`src/rtl/instr_encoder_pkg.sv`:
```
// -----------------------------------------------------------------------------
// instr_encoder_pkg
//   Shared RV32I opcode constants, instruction-format enum, FIFO entry type and
//   the opcode/funct3 -> format classifier used by the instruction encoder.
// -----------------------------------------------------------------------------
package instr_encoder_pkg;

  // RV32I major opcodes (inst[6:0])
  localparam logic [6:0] INST_LOAD   = 7'b000_0011;
  localparam logic [6:0] INST_OP_IMM = 7'b001_0011;
  localparam logic [6:0] INST_AUIPC  = 7'b001_0111;
  localparam logic [6:0] INST_STORE  = 7'b010_0011;
  localparam logic [6:0] INST_OP     = 7'b011_0011;
  localparam logic [6:0] INST_LUI    = 7'b011_0111;
  localparam logic [6:0] INST_BRANCH = 7'b110_0011;
  localparam logic [6:0] INST_JALR   = 7'b110_0111;
  localparam logic [6:0] INST_JAL    = 7'b110_1111;

  // funct3 codes that turn OP-IMM into a shift-immediate
  localparam logic [2:0] F3_SLLI      = 3'b001;
  localparam logic [2:0] F3_SRLI_SRAI = 3'b101;

  // Canonical NOP (addi x0, x0, 0), emitted for unknown opcodes
  localparam logic [31:0] INST_NOP = 32'h0000_0013;

  typedef enum logic [2:0] {
    FMT_R,
    FMT_I,
    FMT_SHIFT,
    FMT_S,
    FMT_B,
    FMT_U,
    FMT_J,
    FMT_BAD
  } fmt_e;

  typedef struct packed {
    logic [31:0] instr;
    logic        err;
  } entry_t;

  function automatic fmt_e fmt_of(input logic [6:0] opcode, input logic [2:0] funct3);
    fmt_e fmt;
    case (opcode)
      INST_OP:                fmt = FMT_R;
      INST_OP_IMM:            fmt = (funct3 == F3_SLLI || funct3 == F3_SRLI_SRAI) ? FMT_SHIFT : FMT_I;
      INST_LOAD, INST_JALR:   fmt = FMT_I;
      INST_STORE:             fmt = FMT_S;
      INST_BRANCH:            fmt = FMT_B;
      INST_LUI, INST_AUIPC:   fmt = FMT_U;
      INST_JAL:               fmt = FMT_J;
      default:                fmt = FMT_BAD;
    endcase
    return fmt;
  endfunction

endpackage

```
`src/rtl/instr_encoder_if.sv`:
```
// -----------------------------------------------------------------------------
// instr_encoder_if
//   Request/response bundle of the instruction encoder.
//   Request side : in_valid/in_ready handshake plus opcode, funct3/7, rd, rs1,
//                  rs2 and 32-bit immediate.
//   Response side: out_valid/out_ready handshake plus encoded word, byte
//                  address, range-error flag and saturating error count.
//   master = producer/consumer around the encoder, slave = the encoder.
// -----------------------------------------------------------------------------
interface instr_encoder_if;
  logic        in_valid;
  logic        in_ready;
  logic [6:0]  in_opcode;
  logic [2:0]  in_funct3;
  logic [6:0]  in_funct7;
  logic [4:0]  in_rd;
  logic [4:0]  in_rs1;
  logic [4:0]  in_rs2;
  logic [31:0] in_imm;

  logic        out_valid;
  logic        out_ready;
  logic [31:0] out_instr;
  logic [31:0] out_addr;
  logic        out_err;
  logic [7:0]  err_cnt;

  modport master (
    output in_valid, in_opcode, in_funct3, in_funct7, in_rd, in_rs1, in_rs2, in_imm,
    output out_ready,
    input  in_ready, out_valid, out_instr, out_addr, out_err, err_cnt
  );

  modport slave (
    input  in_valid, in_opcode, in_funct3, in_funct7, in_rd, in_rs1, in_rs2, in_imm,
    input  out_ready,
    output in_ready, out_valid, out_instr, out_addr, out_err, err_cnt
  );
endinterface

```
`src/rtl/instr_encoder_imm_pack.sv`:
```
// -----------------------------------------------------------------------------
// instr_encoder_imm_pack
//   Combinational: classifies the request format and scatters the immediate
//   into its instruction-word bit positions (all other bits zero), flagging
//   immediates that do not fit the format.
//   i_opcode, i_funct3 : format selection
//   i_imm              : signed byte immediate (full value for U-type)
//   o_fmt              : instruction format
//   o_imm_bits         : immediate bits in place, truncated when out of range
//   o_err              : range violation or unknown opcode
// -----------------------------------------------------------------------------
module instr_encoder_imm_pack
  import instr_encoder_pkg::*;
(
  input  logic [6:0]  i_opcode,
  input  logic [2:0]  i_funct3,
  input  logic [31:0] i_imm,
  output fmt_e        o_fmt,
  output logic [31:0] o_imm_bits,
  output logic        o_err
);

  fmt_e w_fmt;
  logic w_fits_12;
  logic w_fits_13;
  logic w_fits_21;

  assign w_fmt = fmt_of(i_opcode, i_funct3);
  assign o_fmt = w_fmt;

  // A value fits an N-bit signed field when every bit above N-2 equals the sign.
  assign w_fits_12 = (i_imm[31:11] == '0) || (i_imm[31:11] == '1);
  assign w_fits_13 = (i_imm[31:12] == '0) || (i_imm[31:12] == '1);
  assign w_fits_21 = (i_imm[31:20] == '0) || (i_imm[31:20] == '1);

  always_comb begin
    // NOTE: defaults first so every path assigns every output; no latch inferred.
    o_imm_bits = '0;
    o_err      = 1'b0;
    case (w_fmt)
      FMT_I: begin
        o_imm_bits = {i_imm[11:0], 20'd0};
        o_err      = !w_fits_12;
      end
      FMT_SHIFT: begin
        o_imm_bits = {7'd0, i_imm[4:0], 20'd0};
        o_err      = (i_imm[31:5] != '0);
      end
      FMT_S: begin
        o_imm_bits = {i_imm[11:5], 13'd0, i_imm[4:0], 7'd0};
        o_err      = !w_fits_12;
      end
      FMT_B: begin
        o_imm_bits = {i_imm[12], i_imm[10:5], 13'd0, i_imm[4:1], i_imm[11], 7'd0};
        o_err      = !w_fits_13 || i_imm[0];
      end
      FMT_U: begin
        o_imm_bits = {i_imm[31:12], 12'd0};
        o_err      = (i_imm[11:0] != '0);
      end
      FMT_J: begin
        o_imm_bits = {i_imm[20], i_imm[10:1], i_imm[11], i_imm[19:12], 12'd0};
        o_err      = !w_fits_21 || i_imm[0];
      end
      FMT_BAD: o_err = 1'b1;
      default: o_err = 1'b0;   // FMT_R carries no immediate
    endcase
  end

endmodule

```
`src/rtl/instr_encoder.sv`:
```
// -----------------------------------------------------------------------------
// instr_encoder
//   Packs opcode, register fields, funct fields and immediate into an RV32I
//   instruction word. Results go through a 2-entry FIFO; the head entry is
//   tagged with a byte address that steps by ADDR_STEP on every pop.
//   clk   : rising-edge clock
//   rstn  : asynchronous active-low reset
//   flush : synchronous clear (FIFO empty, address = BASE_ADDR, err_cnt = 0);
//           wins over a same-cycle push or pop
//   bus   : request/response bundle (see instr_encoder_if)
// -----------------------------------------------------------------------------
module instr_encoder
  import instr_encoder_pkg::*;
#(
  parameter logic [31:0] BASE_ADDR = 32'h0000_0000,
  parameter logic [31:0] ADDR_STEP = 32'd4
) (
  input  logic           clk,
  input  logic           rstn,
  input  logic           flush,
  instr_encoder_if.slave bus
);

  fmt_e        w_fmt;
  logic [31:0] w_imm_bits;
  logic        w_imm_err;
  logic [31:0] w_word;
  entry_t      w_entry;
  entry_t      w_head;
  logic        w_full;
  logic        w_out_valid;
  logic        w_push;
  logic        w_pop;

  entry_t      r_mem [2];
  logic        r_head;
  logic        r_tail;
  logic [1:0]  r_count;
  logic [31:0] r_addr;
  logic [7:0]  r_err_cnt;

  instr_encoder_imm_pack u_imm_pack (
    .i_opcode   (bus.in_opcode),
    .i_funct3   (bus.in_funct3),
    .i_imm      (bus.in_imm),
    .o_fmt      (w_fmt),
    .o_imm_bits (w_imm_bits),
    .o_err      (w_imm_err)
  );

  // Register fields are inserted only for formats that encode them.
  always_comb begin
    w_word = INST_NOP;
    case (w_fmt)
      FMT_R:        w_word = {bus.in_funct7, bus.in_rs2, bus.in_rs1, bus.in_funct3,
                              bus.in_rd, bus.in_opcode};
      FMT_I:        w_word = w_imm_bits | {12'd0, bus.in_rs1, bus.in_funct3,
                                           bus.in_rd, bus.in_opcode};
      FMT_SHIFT:    w_word = w_imm_bits | {bus.in_funct7, 5'd0, bus.in_rs1, bus.in_funct3,
                                           bus.in_rd, bus.in_opcode};
      FMT_S, FMT_B: w_word = w_imm_bits | {7'd0, bus.in_rs2, bus.in_rs1, bus.in_funct3,
                                           5'd0, bus.in_opcode};
      FMT_U, FMT_J: w_word = w_imm_bits | {20'd0, bus.in_rd, bus.in_opcode};
      default:      w_word = INST_NOP;
    endcase
  end

  assign w_entry = '{instr: w_word, err: w_imm_err};

  assign w_full      = (r_count == 2'd2);
  assign w_out_valid = (r_count != 2'd0);
  assign w_head      = r_mem[r_head];

  // A full FIFO still accepts when the head leaves in the same cycle.
  assign bus.in_ready = !w_full || (w_out_valid && bus.out_ready);
  assign w_push       = bus.in_valid && bus.in_ready && !flush;
  assign w_pop        = w_out_valid && bus.out_ready && !flush;

  // Outputs come from registers only; stale storage is hidden while empty.
  assign bus.out_valid = w_out_valid;
  assign bus.out_instr = w_out_valid ? w_head.instr : '0;
  assign bus.out_err   = w_out_valid && w_head.err;
  assign bus.out_addr  = r_addr;
  assign bus.err_cnt   = r_err_cnt;

  // NOTE: FIFO storage has no reset; nothing reads an entry before it is written,
  // and out_* are masked by out_valid.
  always_ff @(posedge clk) begin
    if (w_push) r_mem[r_tail] <= w_entry;
  end

  // NOTE: sequential state uses non-blocking assignments so every register
  // samples pre-edge values regardless of statement order.
  always_ff @(posedge clk or negedge rstn) begin
    if (!rstn) begin
      r_head    <= 1'b0;
      r_tail    <= 1'b0;
      r_count   <= 2'd0;
      r_addr    <= BASE_ADDR;
      r_err_cnt <= 8'd0;
    end else if (flush) begin
      r_head    <= 1'b0;
      r_tail    <= 1'b0;
      r_count   <= 2'd0;
      r_addr    <= BASE_ADDR;
      r_err_cnt <= 8'd0;
    end else begin
      if (w_push) r_tail <= r_tail + 1'b1;
      if (w_pop) begin
        r_head <= r_head + 1'b1;
        r_addr <= r_addr + ADDR_STEP;   // wraps modulo 2^32
      end
      case ({w_push, w_pop})
        2'b10:   r_count <= r_count + 2'd1;
        2'b01:   r_count <= r_count - 2'd1;
        default: r_count <= r_count;
      endcase
      if (w_push && w_imm_err && (r_err_cnt != 8'hFF)) r_err_cnt <= r_err_cnt + 8'd1;
    end
  end

endmodule
```
`src/flat_wrapper.sv`:
```
// flat-port wrapper written by rule: the top's interface ports become plain ports
module instr_encoder_flat import instr_encoder_pkg::*;
#(
  parameter logic [31:0] BASE_ADDR = 32'h0000_0000,
  parameter logic [31:0] ADDR_STEP = 32'd4
)
  (clk, rstn, flush, bus_in_valid, bus_in_opcode, bus_in_funct3, bus_in_funct7, bus_in_rd, bus_in_rs1, bus_in_rs2, bus_in_imm, bus_out_ready, bus_in_ready, bus_out_valid, bus_out_instr, bus_out_addr, bus_out_err, bus_err_cnt);
  instr_encoder_if bus_i ();
  input  logic clk;
  input  logic rstn;
  input  logic flush;
  input wire logic [$bits(bus_i.in_valid)-1:0] bus_in_valid;
  input wire logic [$bits(bus_i.in_opcode)-1:0] bus_in_opcode;
  input wire logic [$bits(bus_i.in_funct3)-1:0] bus_in_funct3;
  input wire logic [$bits(bus_i.in_funct7)-1:0] bus_in_funct7;
  input wire logic [$bits(bus_i.in_rd)-1:0] bus_in_rd;
  input wire logic [$bits(bus_i.in_rs1)-1:0] bus_in_rs1;
  input wire logic [$bits(bus_i.in_rs2)-1:0] bus_in_rs2;
  input wire logic [$bits(bus_i.in_imm)-1:0] bus_in_imm;
  input wire logic [$bits(bus_i.out_ready)-1:0] bus_out_ready;
  output wire logic [$bits(bus_i.in_ready)-1:0] bus_in_ready;
  output wire logic [$bits(bus_i.out_valid)-1:0] bus_out_valid;
  output wire logic [$bits(bus_i.out_instr)-1:0] bus_out_instr;
  output wire logic [$bits(bus_i.out_addr)-1:0] bus_out_addr;
  output wire logic [$bits(bus_i.out_err)-1:0] bus_out_err;
  output wire logic [$bits(bus_i.err_cnt)-1:0] bus_err_cnt;
  assign bus_i.in_valid = bus_in_valid;
  assign bus_i.in_opcode = bus_in_opcode;
  assign bus_i.in_funct3 = bus_in_funct3;
  assign bus_i.in_funct7 = bus_in_funct7;
  assign bus_i.in_rd = bus_in_rd;
  assign bus_i.in_rs1 = bus_in_rs1;
  assign bus_i.in_rs2 = bus_in_rs2;
  assign bus_i.in_imm = bus_in_imm;
  assign bus_i.out_ready = bus_out_ready;
  assign bus_in_ready = bus_i.in_ready;
  assign bus_out_valid = bus_i.out_valid;
  assign bus_out_instr = bus_i.out_instr;
  assign bus_out_addr = bus_i.out_addr;
  assign bus_out_err = bus_i.out_err;
  assign bus_err_cnt = bus_i.err_cnt;
  instr_encoder #(.BASE_ADDR(BASE_ADDR), .ADDR_STEP(ADDR_STEP)) u_core (.clk(clk), .rstn(rstn), .flush(flush), .bus(bus_i));
endmodule
```
`config.mk`:
```
export PLATFORM = sky130hd
export DESIGN_NAME = instr_encoder_flat
export DESIGN_NICKNAME = d
export VERILOG_FILES = /design/src/rtl/instr_encoder_pkg.sv /design/src/rtl/instr_encoder_if.sv /design/src/rtl/instr_encoder_imm_pack.sv /design/src/rtl/instr_encoder.sv /design/src/flat_wrapper.sv
export SDC_FILE = /design/constraint.sdc
export NUM_CORES = 1
export LEC_CHECK = 0
export ABC_AREA = 1
export ABC_CLOCK_PERIOD_IN_PS = 8500
export BUFFER_PORTS_ARGS = -buffer_cell sky130_fd_sc_hd__buf_2
export CAP_MARGIN = 25
export CORE_MARGIN = 3
export CORE_UTILIZATION = 30
export CTS_CLUSTER_DIAMETER = 200
export DETAILED_ROUTE_END_ITERATION = 8
export GPL_TIMING_DRIVEN = 0
export SLEW_MARGIN = 20
export SYNTH_ARGS = -nofsm -noshare
export SYNTH_HDL_FRONTEND = slang
export SYNTH_SLANG_ARGS = --single-unit
```
`constraint.sdc`:
```
create_clock -name clk -period 8.5 [get_ports clk]
set_clock_uncertainty 0.1 [all_clocks]
set_input_delay 0.425 -clock clk [delete_from_list [all_inputs] [get_ports clk]]
set_output_delay 0.425 -clock clk [all_outputs]
set_load 0.01 [all_outputs]
```
==> flow_summary.ini, run 1 <==
[status]
status = finished, final reports clean

[sta]
min_period_ns = 2.63
tightest_slew_ns = 0.619
slew_headroom = 0.586
setup-violations-final = 0
final-hold-violation-count = 0
post-route-period-util = 0.309
setup_tns_ns = 0
setup_ws_ns = 5.87
slew_viol_final = 0
rsz0062_at_grt = no
max_clock_freq_mhz = 381

[hold_path]
holdPathEnd = u_core.r_mem[0][17]$_DFFE_PP_
hold_depth = 3
hold_path.class = primary input to register
min-delay-start = bus_in_rs1[1]

[clocking]
clock_path_buffers = 2
cts_hold_buf = 0
clkLatencyLatePin_ns = 0.35
clockRootBuffer = clkbuf_16
post_cts_buffers = 0
h-tree-depth = 3
cts.reportedPaths.clkPinSlew_ns = 0.08
cts_resized = 0
numClockSinks = 108
tritoncts = done
numCtsBuffers = 9

[routing]
wl_per_cell_um = 15.1
finalWirelength_um = 18400
ant_nets = 0
drcViolationCount = 0
via_per_inst = 4.89
drt_first_pass_iters = 5
num_vias = 5990
drt_iter0_drc = 332

[power_and_ir_drop]
pwr-share-comb = 0.270
ir_worst_vdd_mv = 0.0857
leakagePower_nw = 3.44
clkPwrFrac = 0.294
p_per_area_nw_per_um2 = 181
seqPwrFrac = 0.436
netSwitchingFraction = 0.341
p_int_uw = 921
p_sw_uw = 476

[synthesis]
ys_types = 39
ys_warn_count = 0
avgSynthCellArea_um2 = 7.95
ys_async_sr_fraction = 0.389
ys_ff_latch = 108
ys_seq_area_frac = 0.482
synth_edf_count = 66
synthCells = 792
syn-cell-area_um2 = 6290
synth_ff_type = edfxtp_1

[critical_path]
timing.rr.start = u_core.r_count[1]$_DFFE_PN0P_
reg2regPathDepth = 9
cp.required_ns = 7.98
arrival_ns = 2.10
worstSetupEndpointType = output port
crit_path_max_incr_delay_ns = 0.43
critPathLaunchType = register
crit_path_cell_trace = clkbuf_1 > inv_1 > buf_1 > nand2_1 > a21oi_1 > buf_2
crit_type = register to output port
reg2reg_to = u_core.r_mem[0][21]$_DFFE_PP_
reg2reg_slack_ns = 6.16
crit_path_top_delay_cell = buf_1
path_max_fanout = 10

[cells_and_area]
nets = 1021
regArea_um2 = 3030
drive_gt1_frac = 0.216
syn_to_final_growth_pct = 22.6
multiInputGateArea_um2 = 2880
layout_commonest_cell = nand2_1
design_area_um2 = 7720
insertedDiodeCount = 0
layout_common_cells = nand2_1 (209), buf_2 (142), nor2_1 (78)
fillers = 2166

[floorplan]
fp.dieH_um = 151
core.rowCount = 52
die_x_um = 151
boundaryPins = 144
core_area_um2 = 20400
dieArea_um2 = 22800
start_util = 0.308

[placement]
place_congestion = 0.934
place_area_um2 = 7420
port-buffer-count = 140
place_ws_ns = 6.07
dpl.hpwl_um = 14300

[run]
cap_violations = 0

[global_route]
grt_pass1_wl_um = 28800
track_usage = 0.161
grt_overflow = 0
grt_pass1_vias = 5659
grt_max_degree = 43
antenna_found_initial = 0
how the worst max path moves through the flow:
stage / endpoint / slack (ns) / cells past startpoint / from
3_3_place_gp: u_core.r_mem[0][19]$_DFFE_PP_ / 4.49 / 8 / u_core.r_count[1]$_DFFE_PN0P_
5_1_grt: bus_out_instr[30] / 5.68 / 6 / u_core.r_head$_DFFE_PN0N_
3_5_place_dp: u_core.r_mem[0][13]$_DFFE_PP_ / 6.07 / 9 / bus_in_opcode[1]
4_1_cts: bus_out_instr[20] / 5.77 / 6 / u_core.r_head$_DFFE_PN0N_
6_report: bus_out_instr[20] / 5.87 / 6 / u_core.r_head$_DFFE_PN0N_
2_1_floorplan: u_core.r_mem[0][0]$_DFFE_PP_ / 5.51 / 8 / u_core.r_count[1]$_DFFE_PN0P_
logic make-up (layout without fill, tap and decap cells):
group                    after synthesis  after routing  synth area share
other                                  2              6           0.00119
adder cells (fa/ha/maj)                2              2           0.00397
flip-flops                           108            108             0.482
XOR/XNOR                              12             12            0.0167
AND/OR/NAND/NOR                      434            434             0.319
buffers and inverters                106            265            0.0650
AO/OA/AOI/OAI                        128            128             0.113
per-layer routing:
metal	GRT usage	up-vias	wire length (um)
li1	-	2977	-
met1	0.215	2767	8110
met2	0.261	221	8490
met3	0.0332	25	1470
met4	0.0585	0	376
met5	0	-	0
Yosys cell counts (all sizes together) (9+ instances only):
| master | instances | area share |
|---|---|---|
| o21ai | 53 | 0.044 |
| clkbuf | 14 | 0.0083 |
| nand3 | 66 | 0.061 |
| a21oi | 50 | 0.040 |
| nor3 | 27 | 0.027 |
| inv | 83 | 0.049 |
| xor2 | 11 | 0.015 |
| nand2 | 221 | 0.14 |
| nor2 | 84 | 0.053 |
| o22ai | 9 | 0.0089 |
| edfxtp | 66 | 0.31 |
| nand4 | 27 | 0.027 |
| dfrtp | 42 | 0.17 |
critical path: cells and delay by family, from the launching register on:
family	cells	cell delay, ns
AO/OA/AOI/OAI	1	0.21
flip-flops	1	0.37
AND/OR/NAND/NOR	1	0.10
buffers and inverters	4	1.06
cell type report:
type,count,area share
multi-input combinational,582,0.374
buffer,21,0.0117
clock inverter,5,0.00567
inverter,85,0.0413
timing repair buffer,143,0.0995
sequential,108,0.393
clock buffer,11,0.0315
tap,270,0.0438
registers in the layout (all words and copies together), names as in the netlist:
name / count
u_core.bus.err_cnt: 8
u_core.r_mem: 66
u_core.r_tail: 1
u_core.bus.out_addr: 30
u_core.r_head: 1
u_core.r_count: 2
stage by stage:
step	hold slack [ns]	std cells	util	total power, mW
finish	0.313	1225	0.378	1.40
global route	0.327	1225	0.378	1.48
CTS	0.158	1224	0.377	1.42
detailed placement	0.469	1208	0.363	1.01
global placement	0.432	1206	0.360	1.00
floorplan	0.0294	796	-	0.824
power groups by stage:
stage | clock (mW) | combinational, mW | sequential (mW)
after floorplan | 0 | 0.205 | 0.619
after global placement | 0 | 0.378 | 0.622
after CTS | 0.422 | 0.388 | 0.609
after global routing | 0.441 | 0.424 | 0.613
final | 0.411 | 0.377 | 0.609
after detailed placement | 0 | 0.387 | 0.620
Note: power is estimated with default switching activity, not from simulation.
==> run 2, diff against run 1 <==
ABC_CLOCK_PERIOD_IN_PS = 2400   (was 8500)
clock period = 2.4 ns   (was 8.5 ns; I/O delays follow)
==> run 2 against run 1 <==
Wire length grew 3.4%. Critical endpoint is now bus_out_instr[21]. Non-clock buffer count grew 2. Global-route usage grew 0.79 points.
==> flow_summary.ini, run 2 (synthesis results as in run 1) <==
[status]
status = finished, final reports clean

[placement]
port-buffer-count = 140
dpl.hpwl_um = 14800
place_congestion = 0.938
place_area_um2 = 7410

[global_route]
grt_max_degree = 43
grt_busiest_layer = met2
grt_pass1_wl_um = 30000
use_met1 = 0.230
grt_overflow = 0
track_usage = 0.169
antenna_found_initial = 0
grt_pass1_vias = 5734
grt_util_met3 = 0.0320
met2_usage = 0.278

[cells_and_area]
design_area_um2 = 7770
largest_register = u_core.r_mem
layout_common_cells = nand2_1 (209), buf_2 (143), nor2_1 (78)
final_util = 0.380
insertedDiodeCount = 0
drive_gt1_frac = 0.222
multiInputGateArea_um2 = 2890
fillers = 2162
largest_register_ffs = 66
regArea_um2 = 3030
nets = 1023
syn_to_final_growth_pct = 23.4
layout_commonest_cell = nand2_1

[routing]
drt_first_pass_iters = 5
via_per_inst = 4.92
drt_iter0_drc = 469
finalWirelength_um = 19100
ant_nets = 0
drcViolationCount = 0
num_vias = 6033
wl_per_cell_um = 15.6

[critical_path]
path_max_fanout = 10
worstSetupEndpointType = output port
critPathLaunchType = register
arrival_ns = 2.01
crit_type = register to output port
cp.required_ns = 2.18

[sta]
tightest_slew_ns = 0.670
final-hold-violation-count = 0
min_period_ns = 2.23
slew_viol_final = 0
max_clock_freq_mhz = 448
slew_headroom = 0.552
post-route-period-util = 0.930
setup-violations-final = 0

[clocking]
h-tree-depth = 3
clkLatencyLatePin_ns = 0.35
clock_path_buffers = 2
tritoncts = done
clockRootBuffer = clkbuf_16
numCtsBuffers = 9
numClockSinks = 108
cts.reportedPaths.clkPinSlew_ns = 0.08

[power_and_ir_drop]
leakagePower_nw = 3.48
ir_worst_vdd_mv = 0.334
p_per_area_nw_per_um2 = 651

[floorplan]
start_util = 0.308
core.rowCount = 52
core_area_um2 = 20400
die_x_um = 151
dieArea_um2 = 22800
fp.dieH_um = 151
boundaryPins = 144

[run]
cap_violations = 0

[hold_path]
hold_path.class = primary input to register
[run 2: worst paths after layout]
path / start / cells after the start / endpoint / slack, ns
min: bus_in_rd[3] / 3 / u_core.r_mem[1][11]$_DFFE_PP_ / 0.02
max in group asynchronous: rstn / 2 / u_core.bus.out_addr[2]$_DFFE_PN0N_ / 1.60
min reg2reg: u_core.bus.err_cnt[1]$_DFFE_PN0P_ / 2 / u_core.bus.err_cnt[1]$_DFFE_PN0P_ / 0.47
max reg2reg: u_core.r_count[1]$_DFFE_PN0P_ / 9 / u_core.r_mem[0][21]$_DFFE_PP_ / 0.18
min in group asynchronous: rstn / 2 / u_core.bus.out_addr[27]$_DFFE_PN0N_ / 0.20
max: u_core.r_head$_DFFE_PN0N_ / 5 / bus_out_instr[21] / 0.17
[run 2: through the flow]
stage / power [mW] / TNS, ns / cells / hold slack, ns / worst slack, ns
after global routing: 5.34 / -0.0137 / 1227 / 0.0308 / -0.0128
after detailed placement: 3.57 / 0 / 1208 / 0.247 / 0.147
final: 5.06 / 0 / 1227 / 0.0177 / 0.168
after floorplan: 2.92 / -1.60 / 796 / -0.276 / -0.0311
after CTS: 5.12 / 0 / 1226 / 0.00106 / 0.00343
after global placement: 3.54 / -43.87 / 1206 / 0.252 / -0.660
[run 2: layer usage]
metal	routed length, um	vias up
li1	-	2988
met1	8350	2797
met2	9000	234
met3	1470	14
met4	259	0
met5	0	-
[run 2: where the power goes]
group	leakage, nW	total (mW)	switching (mW)	internal (mW)
Sequential	1.19	2.16	0.0588	2.10
Combinational	2.14	1.36	0.934	0.424
Clock	0.150	1.55	0.713	0.832
[run 2: critical path, stage by stage, from the launching register on]
cell and delay (ns):
dfrtp_1 0.32, clkbuf_1 0.36, clkbuf_1 0.44, nand2_1 0.09
a21oi_1 0.26, buf_2 0.18
[run 2: cell type report]
class / count / share of cell area
clock buffer: 10 / 0.0295
multi-input combinational: 582 / 0.372
sequential: 108 / 0.390
tap: 270 / 0.0435
timing repair buffer: 145 / 0.102
clock inverter: 6 / 0.00982
buffer: 21 / 0.0121
inverter: 85 / 0.0411
[run 2: what timing repair did]
item                                   CTS  global route
resized for setup                        1             6
pin swaps                                0             1
setup endpoints to repair                2            30
hold buffers                             2             0
gates cloned                             0             0
buffers inserted                         0             1
endpoints found under the hold margin   44             0
